File: config.mk
export PLATFORM = sky130hd
export DESIGN_NAME = keypad_scanner
export DESIGN_NICKNAME = d
export VERILOG_FILES = /design/src/rtl/keypad_pkg.sv /design/src/rtl/Generic_counter.sv /design/src/rtl/keypad_debounce.sv /design/src/rtl/keypad_scanner.sv
export SDC_FILE = /design/constraint.sdc
export NUM_CORES = 1
export LEC_CHECK = 0
export BUFFER_PORTS_ARGS = -buffer_cell sky130_fd_sc_hd__buf_2
export CORE_ASPECT_RATIO = 0.6
export CORE_MARGIN = 2
export CORE_UTILIZATION = 64
export CTS_BUF_LIST = sky130_fd_sc_hd__clkbuf_2 sky130_fd_sc_hd__clkbuf_4 sky130_fd_sc_hd__clkbuf_8
export DETAILED_ROUTE_END_ITERATION = 7
export PLACE_DENSITY_LB_ADDON = 0.2
export SYNTH_ARGS = -nofsm -noshare
export SYNTH_HDL_FRONTEND = slang
export SYNTH_SLANG_ARGS = --single-unit
File: constraint.sdc
create_clock -name CLK -period 16.95 [get_ports CLK]
set_clock_uncertainty 0.05 [all_clocks]
set_input_delay 2.5425 -clock CLK [delete_from_list [all_inputs] [get_ports CLK]]
set_output_delay 2.5425 -clock CLK [all_outputs]
set_load 0.03 [all_outputs]
File: src/rtl/keypad_pkg.sv
// Shared types and helpers for the 4x4 keypad scanner: FSM states, key-code map
// and the single-key detector used on debounced key maps.
package keypad_pkg;

  typedef enum logic [1:0] {
    ST_IDLE,
    ST_PRESSED,
    ST_LOCKED
  } kp_state_e;

  typedef struct packed {
    logic       one;
    logic       any;
    logic [3:0] idx;
  } onehot_t;

  // Map index is 4*col + row
  function automatic logic [3:0] key_code(input logic [3:0] idx);
    logic [3:0] code;
    case (idx)
      4'd0:    code = 4'h1;
      4'd1:    code = 4'h4;
      4'd2:    code = 4'h7;
      4'd3:    code = 4'h0;
      4'd4:    code = 4'h2;
      4'd5:    code = 4'h5;
      4'd6:    code = 4'h8;
      4'd7:    code = 4'hF;
      4'd8:    code = 4'h3;
      4'd9:    code = 4'h6;
      4'd10:   code = 4'h9;
      4'd11:   code = 4'hE;
      4'd12:   code = 4'hA;
      4'd13:   code = 4'hB;
      4'd14:   code = 4'hC;
      4'd15:   code = 4'hD;
      default: code = 4'h0;
    endcase
    return code;
  endfunction

  function automatic onehot_t onehot4x4(input logic [15:0] map);
    onehot_t    res;
    logic [4:0] cnt;
    cnt     = '0;
    res.idx = '0;
    for (int i = 0; i < 16; i++) begin
      if (map[i]) begin
        cnt     = cnt + 5'd1;
        res.idx = 4'(i);
      end
    end
    res.one = (cnt == 5'd1);
    res.any = |map;
    return res;
  endfunction

endpackage

File: src/rtl/Generic_counter.sv
// Free-running modulo counter 0..MAX with enable; wrap flags the enabled MAX cycle.
module Generic_counter #(
  parameter int WIDTH = 4,
  parameter int MAX   = 15
) (
  input  logic             CLK,
  input  logic             RESET,
  input  logic             en,
  output logic [WIDTH-1:0] count,
  output logic             wrap
);

  assign wrap = en && (count == WIDTH'(MAX));

  always_ff @(posedge CLK) begin
    if (!RESET)  count <= '0;
    else if (en) count <= wrap ? '0 : count + 1'b1;
  end

endmodule

File: src/rtl/keypad_debounce.sv
// Frame-level debouncer: a key map is accepted after DEBOUNCE_SCANS identical frames.
module keypad_debounce #(
  parameter int DEBOUNCE_SCANS = 4
) (
  input  logic        CLK,
  input  logic        RESET,
  input  logic        frame_done,
  input  logic [15:0] frame_map,
  output logic [15:0] stable_map,
  output logic        stable_update
);

  localparam int CNT_W = (DEBOUNCE_SCANS > 1) ? $clog2(DEBOUNCE_SCANS + 1) : 1;
  localparam logic [CNT_W-1:0] MATCH_MAX = CNT_W'(DEBOUNCE_SCANS);

  logic [15:0]      candidate;
  logic [15:0]      stable_q;
  logic [CNT_W-1:0] match_cnt;
  logic [CNT_W-1:0] match_next;

  // stable_map already reflects the frame being accepted so the FSM can act on
  // the same edge that completes the frame.
  always_comb begin
    match_next = match_cnt;
    if (frame_map != candidate)  match_next = CNT_W'(1);
    else if (match_cnt != MATCH_MAX) match_next = match_cnt + 1'b1;
    stable_update = frame_done && (match_next == MATCH_MAX);
    stable_map    = stable_update ? frame_map : stable_q;
  end

  always_ff @(posedge CLK) begin
    if (!RESET) begin
      candidate <= '0;
      match_cnt <= '0;
      stable_q  <= '0;
    end else if (frame_done) begin
      candidate <= frame_map;
      match_cnt <= match_next;
      if (stable_update) stable_q <= frame_map;
    end
  end

endmodule

File: src/rtl/keypad_scanner.sv
// 4x4 matrix keypad scanner: column strobing, row sampling, debounce and
// single-key reporting into a four-digit history for the display driver.
module keypad_scanner
  import keypad_pkg::*;
#(
  parameter int SCAN_TICKS     = 100000,
  parameter int DEBOUNCE_SCANS = 4
) (
  input  logic        CLK,
  input  logic        RESET,
  input  logic [3:0]  ROW_IN,
  output logic [3:0]  COL_OUT,
  output logic [3:0]  KEY_CODE,
  output logic        KEY_VALID,
  output logic        KEY_HELD,
  output logic [15:0] VALUE_OUT
);

  localparam int TICK_W = (SCAN_TICKS > 1) ? $clog2(SCAN_TICKS) : 1;

  logic [3:0]        row_p0, row_p1;
  logic [TICK_W-1:0] tick_cnt;
  logic              tick;
  logic [1:0]        col;
  logic              frame_done;
  logic [15:0]       raw_map;
  logic [15:0]       frame_map;
  logic [15:0]       stable_map;
  logic              stable_update;
  kp_state_e         state, state_next;
  logic [3:0]        key_idx, idx_next;
  logic              valid_next;
  onehot_t           oh;

  // Stage p0/p1: two-flop synchroniser for the asynchronous rows
  always_ff @(posedge CLK) begin
    row_p0 <= ROW_IN;
    row_p1 <= row_p0;
  end

  Generic_counter #(.WIDTH(TICK_W), .MAX(SCAN_TICKS - 1)) u_tick_cnt (
    .CLK(CLK), .RESET(RESET), .en(1'b1), .count(tick_cnt), .wrap(tick)
  );

  // Column counter wraps on the tick that samples column 3, i.e. frame completion
  Generic_counter #(.WIDTH(2), .MAX(3)) u_col_cnt (
    .CLK(CLK), .RESET(RESET), .en(tick), .count(col), .wrap(frame_done)
  );

  assign COL_OUT = ~(4'b0001 << col);

  always_ff @(posedge CLK) begin
    if (!RESET)    raw_map <= '0;
    else if (tick) raw_map[{col, 2'b00} +: 4] <= ~row_p1;
  end

  // Column 3 is captured on the same edge, so the completed frame is merged here
  assign frame_map = {~row_p1, raw_map[11:0]};

  keypad_debounce #(.DEBOUNCE_SCANS(DEBOUNCE_SCANS)) u_debounce (
    .CLK(CLK), .RESET(RESET), .frame_done(frame_done), .frame_map(frame_map),
    .stable_map(stable_map), .stable_update(stable_update)
  );

  always_comb begin
    state_next = state;
    valid_next = 1'b0;
    idx_next   = key_idx;
    oh         = onehot4x4(stable_map);
    if (stable_update) begin
      unique case (state)
        ST_IDLE: begin
          if (oh.one) begin
            state_next = ST_PRESSED;
            valid_next = 1'b1;
            idx_next   = oh.idx;
          end else if (oh.any) begin
            state_next = ST_LOCKED;
          end
        end
        ST_PRESSED: begin
          if (!oh.any)                              state_next = ST_IDLE;
          else if (!(oh.one && oh.idx == key_idx))  state_next = ST_LOCKED;
        end
        ST_LOCKED: if (!oh.any) state_next = ST_IDLE;
        default:   state_next = ST_IDLE;
      endcase
    end
  end

  always_ff @(posedge CLK) begin
    if (!RESET) begin
      state     <= ST_IDLE;
      key_idx   <= '0;
      KEY_VALID <= 1'b0;
      KEY_CODE  <= '0;
      VALUE_OUT <= '0;
    end else begin
      state     <= state_next;
      key_idx   <= idx_next;
      KEY_VALID <= valid_next;
      if (valid_next) begin
        KEY_CODE  <= key_code(idx_next);
        VALUE_OUT <= {VALUE_OUT[11:0], key_code(idx_next)};
      end
    end
  end

  assign KEY_HELD = (state == ST_PRESSED);

endmodule
-- After elaboration in Yosys (flattened, before gate mapping)
Memories as Yosys holds them, arrays and structs flattened. A register that Yosys moved wholly into a read port is not among the register bits.
Cells that the tools add are included.
- bits in registers: 101
- latch bits: 0
- memory bits (writable): 0
- memory bits (read-only): 128
- word-level logic and storage cells: 108
- memories: 2
- $add $sub $neg: 19
- multipliers: 0
- div/mod/pow operators: 0
- $lt $le $gt $ge: 0
- eq/ne operators: 12
- shifts and indexed selects: 3
- mux-type cells: 48
- bitwise logic cells: 3
- reductions and logical operators: 9
- memories (name ; depth ; bits a word ; read ports ; clocked after Yosys merged registers in ; write ports ; RTL line ; text):
    (no name shown) ; 16 ; 4 ; 1 ; 1 ; 0 ; keypad_pkg.sv:20 ; case (idx)
    (no name shown) ; 16 ; 4 ; 1 ; 1 ; 0 ; keypad_pkg.sv:20 ;
- operators by type and width (operator ; count):
    5-bit by 1-bit adder with 5-bit output (second input constant) ; 15
    5-bit two-way mux ; 15
    4-bit two-way mux ; 17
    17-bit by 1-bit adder with 17-bit output (second input constant) ; 1
    17-bit equality test (second input constant) ; 1
    16-bit bitwise mux ; 1
    16-bit two-way mux ; 1
    16-bit != test ; 1
    16-bit OR reduction ; 1
    4-bit by 6-bit variable shift with 16-bit output (first input constant) ; 1
    4-bit by 6-bit indexed part select with 16-bit output ; 1
    2-bit two-way mux ; 6
    3-bit != test (second input constant) ; 3
    4-bit inverter ; 2
    3-bit two-way mux ; 2
    4-bit negation with 6-bit output ; 1
    2-bit case mux with 3 select lines ; 1
    5-bit by 1-bit equality test with 1-bit output (second input constant) ; 1
    1-bit two-way mux ; 5
    2-bit equality test (second input constant) ; 2
    4-bit equality test ; 1
    4-bit AND reduction ; 1
    1-bit by 2-bit left shift with 4-bit output (first input constant) ; 1
    3-bit by 1-bit adder with 3-bit output (second input constant) ; 1
    9 further kinds ; 12

-- Depth between registers and ports, before layout
- depth after elaboration: 42
- mapped depth: 69

-- Cells and area by module
From an unflattened synthesis, not the netlist that was laid out.
- cells, all modules: 729
- area, all modules: 6552.5 µm²
- modules (own cells, without submodules) (module ; times used ; cells each ; area an instance (µm²)):
    keypad_scanner ; 1 ; 436 ; 3659.8
    keypad_debounce ; 1 ; 187 ; 1875.5
    Generic_counter at u_tick_cnt ; 1 ; 97 ; 914.6
    Generic_counter at u_col_cnt ; 1 ; 9 ; 102.6

-- Worst setup path before layout
Ideal clock, no wire load.
- path kind: register to register
- start point: register u_debounce.match_cnt[0]
- end point: register VALUE_OUT[1]
- library setup time: 124 ps
- arrival: 12680 ps
- data required time: 16776 ps
- slack: 4096 ps
- stages on the path, launching flop included: 67
- cell sequence: dfxtp_1 inv_1 ha_1 or3b_1 a311oi_4 nand3_2 buf_6 buf_6 buf_2 buf_1 mux2i_1 ha_1 clkbuf_1 xnor2_1 ha_1 nand2_1 o31ai_1 mux2i_1 [... 31 more ...] nand2_1 ha_1 mux2_2 ha_1 nand2_1 xor2_1 xor2_1 or3_1 nor2_1 and4b_1 a211o_1 buf_6 buf_6 mux2i_1 ha_1 mux2_2 o211ai_1 mux2i_1
- longest elaborated chain between the ends: 41
- elaborated cells on any way between the ends: 60
- ends and longest elaborated chain (item ; RTL line ; text):
    from (decl) ; keypad_debounce.sv:18 ; logic [CNT_W-1:0] match_cnt;
    from (signal assigned) ; keypad_debounce.sv:38 ; match_cnt <= match_next;
    3-bit by 1-bit adder with 3-bit output or 3-bit != test (tied branches) ; keypad_debounce.sv:26 ; else if (match_cnt != MATCH_MAX) match_next = match_cnt + 1'b1;
    3-bit two-way mux * ; keypad_debounce.sv:26 ;
    3-bit two-way mux * ; keypad_debounce.sv:25 ; if (frame_map != candidate) match_next = CNT_W'(1);
    3-bit equality test * ; keypad_debounce.sv:27 ; stable_update = frame_done && (match_next == MATCH_MAX);
    1-bit logical AND * ; keypad_debounce.sv:27 ;
    16-bit two-way mux ; keypad_debounce.sv:28 ; stable_map = stable_update ? frame_map : stable_q;
    1-bit two-way mux ; keypad_pkg.sv:48 ; if (map[i]) begin
    5-bit by 1-bit adder with 5-bit output ; keypad_pkg.sv:49 ; cnt = cnt + 5'd1;
    [... 25 more ...] ; - ;
    5-bit by 1-bit adder with 5-bit output ; keypad_pkg.sv:49 ;
    5-bit two-way mux ; keypad_pkg.sv:48 ;
    5-bit by 1-bit adder with 5-bit output ; keypad_pkg.sv:49 ;
    5-bit two-way mux ; keypad_pkg.sv:48 ;
    5-bit by 1-bit equality test with 1-bit output ; keypad_pkg.sv:53 ; res.one = (cnt == 5'd1);
    4-bit two-way mux or 1-bit two-way mux (tied branches) ; keypad_scanner.sv:73 ; if (oh.one) begin
    4-bit two-way mux or 1-bit two-way mux (tied branches) ; keypad_scanner.sv:71 ; unique case (state)
    4-bit two-way mux or 1-bit two-way mux (tied branches) ; keypad_scanner.sv:70 ; if (stable_update) begin
    to (decl) ; keypad_scanner.sv:16 ; output logic [15:0] VALUE_OUT
Mark *: on every way between the ends. The rest lies on a longest branch, timed or not.
A chain may end at the register's enable or synchronous reset.

-- Worst setup path after layout
- start point: register u_tick_cnt.count[0]
- end point: register VALUE_OUT[2]
- longest elaborated chain between the ends: 39
- elaborated cells on any way between the ends: 57
- ends and longest elaborated chain (item ; RTL line ; text):
    from (decl) ; Generic_counter.sv:9 ; output logic [WIDTH-1:0] count,
    from (signal assigned) ; Generic_counter.sv:17 ; else if (en) count <= wrap ? '0 : count + 1'b1;
    17-bit equality test * ; Generic_counter.sv:13 ; assign wrap = en && (count == WIDTH'(MAX));
    1-bit logical AND * ; Generic_counter.sv:13 ;
    1-bit logical AND * ; keypad_debounce.sv:27 ;
    16-bit two-way mux ; keypad_debounce.sv:28 ;
    1-bit two-way mux ; keypad_pkg.sv:48 ;
    5-bit by 1-bit adder with 5-bit output ; keypad_pkg.sv:49 ;
    5-bit two-way mux ; keypad_pkg.sv:48 ;
    5-bit by 1-bit adder with 5-bit output ; keypad_pkg.sv:49 ;
    [... 23 more ...] ; - ;
    5-bit by 1-bit adder with 5-bit output ; keypad_pkg.sv:49 ;
    5-bit two-way mux ; keypad_pkg.sv:48 ;
    5-bit by 1-bit adder with 5-bit output ; keypad_pkg.sv:49 ;
    5-bit two-way mux ; keypad_pkg.sv:48 ;
    5-bit by 1-bit equality test with 1-bit output ; keypad_pkg.sv:53 ;
    4-bit two-way mux or 1-bit two-way mux (tied branches) ; keypad_scanner.sv:73 ;
    4-bit two-way mux or 1-bit two-way mux (tied branches) ; keypad_scanner.sv:71 ;
    4-bit two-way mux or 1-bit two-way mux (tied branches) ; keypad_scanner.sv:70 ;
Marked as above.

==> out/metrics.yaml <==
first_pass_iters: 5
drt_wl_total_um: 14900
dp_hpwl_um: 11000
insertion_delay_ns: 0.37
critPathRequiredTime_ns: 17.21
peakVddDrop_mv: 0.0636
vias: 5555
synthArstFlopShare_pct: 0
tritoncts: "yes"
fmax_mhz: 68.6
crit_arrival_ns: 14.83
die_y_um: 81.1
cts_setup_buffers: 0
row_count: 28
grt_usage_pct: 28.5
synth_nets: 803
crit_type: "reg -> reg"
grt_max_degree: 43
cts_htree_levels: 3
dieArea_um2: 10700
overflow: 0
leakage_nw: 2.62
dp_worst_setup_slack_ns: 2.72
synthToLayoutAreaGrowth_pct: 5.47
netlist_area_um2: 6340
ys.flop_type: "dfxtp_1"
antenna_found_initial: 0
layout_commonest_cell: "nand2_1"
synth_top_cell_by_area: "dfxtp_1"
netlist-cell-type-count: 71
outcome: "complete, no violations"
slowest_stage: "and2_1"
synth-edff-count: 0
synth_cells: 771
max_cap_viol_count: 0
ant_nets: 0
cts_buffers: 9
fin_crit_ns: 14.58
num-nets-final: 806
finalHoldViolations: 0
yosys.area.top_type_share_pct: 30.6
maxSlewHeadroom_pct: 43.4
worst_slew_pin_slew_ns: 0.848
route.detailed.drc: 0
design.core.area_um2: 9740
synthTopCellsByArea: "dfxtp_1 31%, mux2i_1 7.1%, nand2_1 6.8%"
ctsResizeCount: 0
yosysWarnings: 0
setup_tns_ns: 0
clkPwrFrac_pct: 41.1
final_util_pct: 68.7
place.gp.congestion: 0.941
yosysSeqAreaShare_pct: 30.6
grt_first_pass_wirelength_um: 24500
avgSynthCellArea_um2: 8.22
rsz0062_at_grt: "false"
final_cell_mix: "115 x nand2_1, 97 x dfxtp_1, 76 x nor2_1, 49 x xnor2_1, 47 x a21oi_1"
first_global_vias: 5006
power.density_nw_per_um2: 60.6
die_x_um: 133
clockBufferDepth: 2
first_iter_violations: 666
p_sw_mw: 0.0911
antenna_cells: 0
crit_top_cell: "ha_1"
crit_path_max_fanout: 40
start_util_pct: 65.1
final-max-slew-violation-count: 0
hold_path_class: "reg -> reg"
wl_per_cell_um: 16.4
drive_above_1_share_pct: 10.7
setup_slack_ns: 2.37
fin_crit_sh_pct: 86.0
numPortBuffers: 31
sw_frac_of_total_pct: 22.5
combPwrFrac_pct: 1.8
routed_via_density: 6.08
max_stage_delay_ns: 0.67
ys_ff_latch: 97
cts.clk_slew.worst_paths_ns: 0.09
fill_cells: 822
postCtsHoldBufs: 0
clk_root_buffer_cell: "clkbuf_8"
worst_setup_path_start_kind: "flip-flop"
setup_viol: 0
cp-end-kind: "flip-flop"
ios: 32
seq_power_share_pct: 57.1
p_int_mw: 0.314
cts_sinks: 97
==> cells in the mapped netlist, drive strengths merged (3+ instances only) <==
cell / number
nand2b: 7
o211ai: 5
nor4: 6
nor2: 77
and4: 4
o21ai: 28
nand3: 23
mux2: 10
a211oi: 4
nand2: 115
nand4: 12
a311oi: 4
xnor2: 56
a21o: 4
buf: 18
ha: 26
and3: 8
a31oi: 3
nor2b: 3
or3: 8
a21oi: 47
mux2i: 48
nand3b: 3
or4: 3
dfxtp: 97
o31ai: 7
nor3: 24
xor2: 31
o22ai: 3
o21a: 3
and2: 10
clkbuf: 24
inv: 23
==> power groups by stage <==
stage	Combinational, mW	Clock [mW]	Sequential (mW)
2_1_floorplan	0.00573	0	0.236
3_3_place_gp	0.00679	0	0.237
3_5_place_dp	0.00717	0	0.237
4_1_cts	0.00720	0.169	0.231
5_1_grt	0.00799	0.178	0.232
6_report	0.00727	0.167	0.231
==> metal layers <==
layer / track usage, % / vias up / part of all wire, %
li1: - / 2671 / -
met1: 41.2 / 2605 / 48
met2: 42.1 / 258 / 41
met3: 8.24 / 21 / 9.7
met4: 6.24 / 0 / 1.2
met5: 0 / - / 0
==> area by class of cell <==
type                       instances  area [um2]  area share, %
clock buffer                       9         124           1.85
clock inverter                     7        93.8           1.40
inverter                          23        86.3           1.29
multi-input combinational        609        4100           61.2
sequential                        97        1940           29.0
tap                              135         169           2.53
timing repair buffer              34         178           2.66
==> registers in the layout (all words and copies together) (netlist names) <==
name,flops
VALUE_OUT,16
state,2
key_idx,4
u_debounce.match_cnt,3
u_debounce.stable_q,16
row_p0,4
u_debounce.candidate,16
u_tick_cnt.count,17
row_p1,4
raw_map,12
KEY_VALID,1
u_col_cnt.count,2
==> critical path, delay by kind of cell (launching register included) <==
| kind | cells | cell delay, ns |
|---|---|---|
| AOI/OAI and AO/OA | 13 | 2.18 |
| xor gates and xnor gates | 1 | 0.20 |
| adders and majority gates | 16 | 4.88 |
| buffers and inverters | 3 | 0.74 |
| DFF | 1 | 0.40 |
| muxes | 10 | 2.66 |
| and+or+nand+nor | 19 | 3.36 |
==> path summary, 6_finish.rpt <==
kind	start	endpoint	slack [ns]	depth (start not counted)
worst min-delay path	row_p0[2]	row_p1[2]	0.28	0
worst max register to register	u_tick_cnt.count[0]	VALUE_OUT[2]	2.37	62
worst min register to register	row_p0[2]	row_p1[2]	0.28	0
worst max-delay path	u_tick_cnt.count[0]	VALUE_OUT[2]	2.37	62
==> stage by stage <==
step | power (mW) | hold slack (ns) | cells | instance area (um2)
after floorplan | 0.241 | 0.260 | 771 | 6340
after global placement | 0.243 | 0.263 | 898 | 6470
after detailed placement | 0.244 | 0.265 | 898 | 6470
after CTS | 0.408 | 0.287 | 914 | 6690
after global routing | 0.418 | 0.294 | 914 | 6690
final | 0.405 | 0.284 | 914 | 6690
==> kinds of logic (layout without fill, tap and decap cells) <==
kind of cell / Yosys count / in the layout / synth area share [%]
AND/OR/NAND/NOR: 315 / 315 / 23.5
adder cells (fa/ha/maj): 26 / 26 / 5.13
buffers and inverters: 65 / 73 / 4.79
multiplexers: 58 / 58 / 9.81
XOR/XNOR: 87 / 87 / 13.8
AO/OA/AOI/OAI: 123 / 123 / 12.4
flip-flops: 97 / 97 / 30.6
Note: power is estimated with default switching activity, not from simulation.
